===== src/rtl/t03_bus_pkg.sv =====
// t03_bus_pkg: shared types and constants for the fetch/data Wishbone arbiter.
package t03_bus_pkg;
    typedef enum logic [2:0] {IDLE, ISSUE, WAIT_ACK, CAPTURE, DONE} arb_state_t;
    typedef enum logic {OWN_FETCH, OWN_DATA} owner_t;
    localparam logic [3:0] FETCH_SEL_DEF = 4'b1111;
endpackage


===== src/rtl/t03_rr_pick2.sv =====
// t03_rr_pick2: two-way round-robin picker; on a tie the port not granted last wins.
module t03_rr_pick2
    import t03_bus_pkg::*;
(
    input  logic   fetch_req_i,
    input  logic   data_req_i,
    input  owner_t last_grant_i,
    output logic   valid_o,
    output owner_t owner_o
);
    assign valid_o = fetch_req_i | data_req_i;
    assign owner_o = (fetch_req_i & data_req_i) ? ((last_grant_i == OWN_DATA) ? OWN_FETCH : OWN_DATA)
                                                : (data_req_i ? OWN_DATA : OWN_FETCH);
endmodule


===== src/rtl/t03_bus_arbiter.sv =====
// t03_bus_arbiter: shares one Wishbone manager between the fetch port and the data port,
// issuing one latched request at a time and returning read data with a done pulse.
module t03_bus_arbiter
    import t03_bus_pkg::*;
#(
    parameter logic       RESET_LAST_GRANT = 1'b1,
    parameter logic [3:0] FETCH_SEL        = FETCH_SEL_DEF
) (
    input  logic        CLK,
    input  logic        nRST,
    input  logic        i_read,
    input  logic [31:0] i_adr,
    output logic [31:0] i_rdata,
    output logic        i_done,
    input  logic        d_read,
    input  logic        d_write,
    input  logic [31:0] d_adr,
    input  logic [31:0] d_wdata,
    input  logic [3:0]  d_sel,
    output logic [31:0] d_rdata,
    output logic        d_done,
    output logic        mgr_read,
    output logic        mgr_write,
    output logic [31:0] mgr_adr,
    output logic [31:0] mgr_wdata,
    output logic [3:0]  mgr_sel,
    input  logic [31:0] mgr_rdata,
    input  logic        mgr_busy,
    input  logic        mgr_ack
);
    arb_state_t  state_q, state_d;
    owner_t      last_q, last_d, owner_q, owner_d, gnt_own;
    logic [31:0] adr_q, adr_d, wdata_q, wdata_d, i_rdata_q, i_rdata_d, d_rdata_q, d_rdata_d;
    logic [3:0]  sel_q, sel_d;
    logic        we_q, we_d, gnt_v, take_fetch;

    t03_rr_pick2 u_pick (
        .fetch_req_i (i_read),
        .data_req_i  (d_read | d_write),
        .last_grant_i(last_q),
        .valid_o     (gnt_v),
        .owner_o     (gnt_own)
    );

    assign take_fetch = (gnt_own == OWN_FETCH);

    always_comb begin
        state_d   = state_q;
        last_d    = last_q;
        owner_d   = owner_q;
        adr_d     = adr_q;
        wdata_d   = wdata_q;
        sel_d     = sel_q;
        we_d      = we_q;
        i_rdata_d = i_rdata_q;
        d_rdata_d = d_rdata_q;
        case (state_q)
            IDLE: if (gnt_v && !mgr_busy) begin
                state_d = ISSUE;
                owner_d = gnt_own;
                last_d  = gnt_own;
                adr_d   = take_fetch ? i_adr : d_adr;
                sel_d   = take_fetch ? FETCH_SEL : d_sel;
                we_d    = take_fetch ? 1'b0 : d_write;
                wdata_d = take_fetch ? 32'd0 : d_wdata;
            end
            ISSUE:    state_d = WAIT_ACK;
            WAIT_ACK: state_d = mgr_ack ? CAPTURE : WAIT_ACK;
            CAPTURE: begin
                state_d = DONE;
                // Manager read data is registered, so it is valid here, one cycle after ack
                if (!we_q && owner_q == OWN_FETCH) i_rdata_d = mgr_rdata;
                if (!we_q && owner_q == OWN_DATA) d_rdata_d = mgr_rdata;
            end
            default:  state_d = IDLE;
        endcase
    end

    always_ff @(posedge CLK or negedge nRST) begin
        if (!nRST) begin
            state_q   <= IDLE;
            last_q    <= owner_t'(RESET_LAST_GRANT);
            owner_q   <= OWN_FETCH;
            adr_q     <= '0;
            wdata_q   <= '0;
            sel_q     <= '0;
            we_q      <= 1'b0;
            i_rdata_q <= '0;
            d_rdata_q <= '0;
        end else begin
            state_q   <= state_d;
            last_q    <= last_d;
            owner_q   <= owner_d;
            adr_q     <= adr_d;
            wdata_q   <= wdata_d;
            sel_q     <= sel_d;
            we_q      <= we_d;
            i_rdata_q <= i_rdata_d;
            d_rdata_q <= d_rdata_d;
        end
    end

    assign mgr_read  = (state_q == ISSUE) && !we_q;
    assign mgr_write = (state_q == ISSUE) && we_q;
    assign mgr_adr   = adr_q;
    assign mgr_wdata = wdata_q;
    assign mgr_sel   = sel_q;
    assign i_rdata   = i_rdata_q;
    assign d_rdata   = d_rdata_q;
    assign i_done    = (state_q == DONE) && (owner_q == OWN_FETCH);
    assign d_done    = (state_q == DONE) && (owner_q == OWN_DATA);
endmodule


===== config.mk =====
export PLATFORM = sky130hd
export DESIGN_NAME = t03_bus_arbiter
export DESIGN_NICKNAME = d
export VERILOG_FILES = /design/src/rtl/t03_bus_pkg.sv /design/src/rtl/t03_rr_pick2.sv /design/src/rtl/t03_bus_arbiter.sv
export SDC_FILE = /design/constraint.sdc
export NUM_CORES = 1
export LEC_CHECK = 0
export BUFFER_PORTS_ARGS = -buffer_cell sky130_fd_sc_hd__clkbuf_2
export CAP_MARGIN = 40
export CORE_MARGIN = 2
export CORE_UTILIZATION = 48
export CTS_BUF_LIST = sky130_fd_sc_hd__clkbuf_4 sky130_fd_sc_hd__clkbuf_8
export DETAILED_ROUTE_END_ITERATION = 7
export PLACE_DENSITY_LB_ADDON = 0.05
export SETUP_SLACK_MARGIN = 0.15
export SLEW_MARGIN = 20
export SYNTH_ARGS = -nofsm -noshare
export SYNTH_HDL_FRONTEND = slang
export SYNTH_HIERARCHICAL = 1
export SYNTH_SLANG_ARGS = --single-unit

===== constraint.sdc =====
create_clock -name CLK -period 2.4 [get_ports CLK]
set_input_delay 0.6 -clock CLK [delete_from_list [all_inputs] [get_ports CLK]]
set_output_delay 0.6 -clock CLK [all_outputs]
set_load 0.01 [all_outputs]

# Word level (Yosys, flattened, before mapping)
# Cells that the tools add are included.
# word_totals
reg_bits	138
latchBits	0
ramBits	0
rom_bits	0
in_bits	139
output_inout_bits	136
n_memories	0
# op_classes
n_addsub	0
multipliers	0
div	0
order_cmp	0
n_eq_ne	5
n_shift	0
muxes	10
n_bitwise	4
n_reduce_logical	13
# ops
op	n
two-way mux 32 bit	2
one-hot mux 3 bit (4 select lines)	1
logical AND 1 bit	7
== test 3 x 2 -> 1 bit (second input constant)	2
AND reduction 2 bit	3
two-way mux 1 bit	5
two-way mux 4 bit	1
== test 3 x 1 -> 1 bit (second input constant)	1
== test 3 bit (second input constant)	1
logical NOT 3 bit	1
two-way mux 3 bit	1
logical NOT 1 bit	2
!= test 2 bit (second input constant)	1
OR 1 bit	2
AND 1 bit	1
inverter 1 bit	1

# Longest topological paths before layout
# depth
ltp_word	5
mapped_depth	7
depth_no_buf	4

# By module
# The synthesis kept the hierarchy.
# by_module_without_submodules
module	n_inst	cells_per_inst	area_per_inst_um2	seq_area_each_um2
t03_bus_arbiter	1	417	5945.7	3454.6
t03_rr_pick2	1	2	13.8	0.0

# Worst setup path before layout
# No wires, ideal clock.
# synth_timing
path_kind	input -> register
from	input d_write
to	register adr_q[12] (netlist: mgr_adr[12])
arrival_time_ps	2048
required_ps	2275
slack_ps	227
stages	6
n_path_buf	2
path_cell_list	or2_2 > a21boi_1 > clkbuf_1 > clkbuf_1 > mux2_2 > mux2_2
# synth_between
elab_chain_cells	4
word_cells_on_any_way	8
classes_between	3 x mux; 3 x bitwise; 2 x reduce/logical
# synth_lines
item	line_no	source
from (decl)	t03_bus_arbiter.sv:16	input logic d_write,
OR 1 bit *	t03_bus_arbiter.sv:39	.data_req_i (d_read | d_write),
two-way mux 1 bit / AND 1 bit (equally long branches)	t03_rr_pick2.sv:13, t03_rr_pick2.sv:12	
two-way mux 1 bit *	t03_rr_pick2.sv:12	assign owner_o = (fetch_req_i & data_req_i) ? ((last_grant_i == OWN_DATA) ? OWN_FETCH : OWN_DATA)
named net gnt_own	t03_bus_arbiter.sv:32	owner_t last_q, last_d, owner_q, owner_d, gnt_own;
two-way mux 32 bit *	t03_bus_arbiter.sv:62	adr_d = take_fetch ? i_adr : d_adr;
to (signal assigned)	t03_bus_arbiter.sv:94	adr_q <= adr_d;
to (decl)	t03_bus_arbiter.sv:33	logic [31:0] adr_q, adr_d, wdata_q, wdata_d, i_rdata_q, i_rdata_d, d_rdata_q, d_rdata_d;
# The timed path passes the listed nets; every way through them passes the cells marked *.
# A chain may end at the register's enable or synchronous reset.

# Worst setup path in the final report
# layout_timing
from	register state_q[0]
to	output d_done
# layout_between
elab_chain_cells	2
# layout_lines
item	line_no	source
from (decl)	t03_bus_arbiter.sv:31	arb_state_t state_q, state_d;
from (signal assigned)	t03_bus_arbiter.sv:91	state_q <= state_d;
== test 3 bit	t03_bus_arbiter.sv:111	assign d_done = (state_q == DONE) && (owner_q == OWN_DATA);
logical AND 1 bit	t03_bus_arbiter.sv:111	
to (decl)	t03_bus_arbiter.sv:21	output logic d_done,
# No other way between the ends.

==> impl_metrics.ini <==
[grt]
grt_start_max_net_pins = 57
overflow = 0
grt_antenna_before_repair = 0
grt_pass1_vias = 4600
grt_pass1_wl_mm = 22.2
track_usage_pct = 21.8

[logic_synthesis]
synthTopCellsByArea = dfrtp_1, mux2_2, mux2_4
syn_area_per_cell_um2 = 14.2
yosysUniqueCellTypes = 26
async_flop_share_pct = 100
synth_top_area_cell = dfrtp_1
synthFlopType = dfrtp_1
ys_warn_count = 6
netlist_area_um2 = 5960
syn_nets = 558
synth_edf_count = 0
ys_seq_area_share_pct = 58.0
synth_top_area_share_pct = 57.5
netlist_instances = 419
ys_seq_elements = 138

[floorplanning]
initial_core_util_pct = 49.4
core.rowCount = 40
coreArea_um2 = 12100
die_w_um = 115
die_h_um = 115
die_area_um2 = 13300
design.portCount = 275

[route]
drt_iter0_markers = 142
drcViolationCount = 0
vias = 4260
routed_wl_mm = 13.9
first_pass_iters = 4
drt-vias-per-instance = 4.82
postRouteAntennaNets = 0
wire_per_inst_um = 15.8

[clock_network]
cts_sinks = 138
cts-htree-levels = 4
postCtsResizedCells = 0
path_clk_slew_ns = 0.07
cts_hold_buf = 0
cts_tree = done
cts-buffers-inserted = 17
ctsLongestPathBuffers = 2
clk_latency_ns = 0.43
root_buffer = clkbuf_8
post_cts_buffers = 0

[setup_path]
crit_arrival_ns = 1.45
cp_slowest_cell = dfrtp_1
r2r-end = d_rdata[8]
ff2ff_path_depth = 3
crit_path_start_kind = flop
r2r_setup_slack_ns = 0.37
required_ns = 1.80
crit_type = reg2out
critical-path-max-stage-delay_ns = 0.41
startpoint = state_q[0]
regToRegStartpoint = state_q[2]
crit_chain = nor2_1, and3_1, clkbuf_2
end_kind = output port
cp_max_fo = 4

[outcome]
status = complete, no violations

[timing]
relSlewSlack_pct = 59.7
report.final.slew_viol_count = 0
hold_viol_final = 0
fin_crit_sh_pct = 85.5
fmax_ghz = 0.488
finalClockSkew_ns = 0.00618
min_period_ns = 2.05
rsz0062_at_grt = false
setup_tns_ns = 0
worst_slew_pin_slew_ns = 0.605
whs_ns = 0.125
setup_violations = 0

[final_layout]
nFillCells = 940
area_growth_pct = 34.2
fin_nets = 841
fin_util_pct = 66.3
diodes = 0
multi_input_area_um2 = 2250
seq_area_um2 = 3450
drive_gt1_share_pct = 64.1

[power]
power_density_nw_per_um2 = 1280
p_leak_nw = 4.37
ir_drop_v = 0.000533

[placed_design]
port-buffer-count = 274
dpl.hpwl_mm = 10.5
gp_congestion = 0.813

[worst_hold_path]
min_path_type = in2async

[flow_run]
drv_cap = 0
## registers in the layout, indices dropped and copies added, names as in the netlist
| register | cells |
|---|---|
| d_rdata | 32 |
| i_rdata | 32 |
| mgr_adr | 32 |
| mgr_wdata | 32 |
| mgr_sel | 4 |
| state_q | 3 |
| last_q | 1 |
| owner_q | 1 |
| we_q | 1 |
## worst max-delay path by stage
| stage | endpoint | depth (start not counted) | slack [ns] |
|---|---|---|---|
| floorplan | mgr_adr[12] | 6 | 0.23 |
| global route | mgr_read | 3 | 0.24 |
| finish | d_done | 3 | 0.35 |
| global placement | mgr_adr[13] | 6 | 0.33 |
| detailed placement | mgr_wdata[17] | 7 | 0.28 |
| CTS | d_done | 3 | 0.31 |
## power by group
| group | internal, mW | switching [mW] |
|---|---|---|
| Combinational | 2.25 | 1.97 |
| Sequential | 3.47 | 0.647 |
| Clock | 1.09 | 0.846 |
| Total | 6.81 | 3.46 |
## cell families (layout without fill, tap and decap cells)
family,Yosys count,after routing,share of synthesized area [%]
buffers and inverters,57,353,4.81
AO/OA/AOI/OAI,3,3,0.294
flip-flops,138,138,58.0
multiplexers,167,167,32.8
AND/OR/NAND/NOR,54,54,4.18
## per-stage QoR
stage | instance area [um2] | setup WS [ns] | power, mW | instances
final | 8000 | 0.349 | 10.3 | 883
after global routing | 8000 | 0.244 | 11.0 | 883
after CTS | 8000 | 0.311 | 10.4 | 883
after detailed placement | 7580 | 0.282 | 8.45 | 851
after global placement | 7580 | 0.327 | 8.29 | 851
after floorplan | 5960 | 0.227 | 6.60 | 419
## synth_stat cells (2+ instances only)
| cell | n |
|---|---|
| nand2b_1 | 5 |
| clkbuf_1 | 9 |
| nor2_1 | 4 |
| mux2_4 | 30 |
| mux2_2 | 102 |
| buf_12 | 3 |
| inv_1 | 33 |
| nor3_1 | 2 |
| nand2_1 | 35 |
| dfrtp_1 | 137 |
| or2b_1 | 2 |
| mux2_1 | 2 |
| mux2i_1 | 33 |
| buf_2 | 10 |
## critical path, delay by kind of cell (launching register included)
kind          cells  cell delay, ns
buf+inv           1            0.14
simple gates      2            0.48
flops             1            0.41
## area by class of cell
class                      count  area share [%]
clock buffer                  25            4.07
clock inverter                 7            1.10
inverter                      33            1.55
multi-input combinational    224            28.1
sequential                   138            43.2
tap                          168            2.63
timing repair buffer         288            19.3
## cells in the final DEF, fill, tap and decap left out, drive strengths merged, types with 4 or more instances in the layout
master and count:
clkbuf 298, dfrtp 137, mux2 134, nand2 35, inv 33, mux2i 33, buf 15, nand2b 5
nor2 4, clkinv 4
## per-layer routing
metal,part of all wire (%),up-vias,track usage [%]
li1,-,1975,-
met1,38,2082,23.7
met2,51,177,37.9
met3,9.2,26,8.37
met4,2.1,0,9.40
met5,0,-,0
Note: power is estimated with default switching activity, not from simulation.
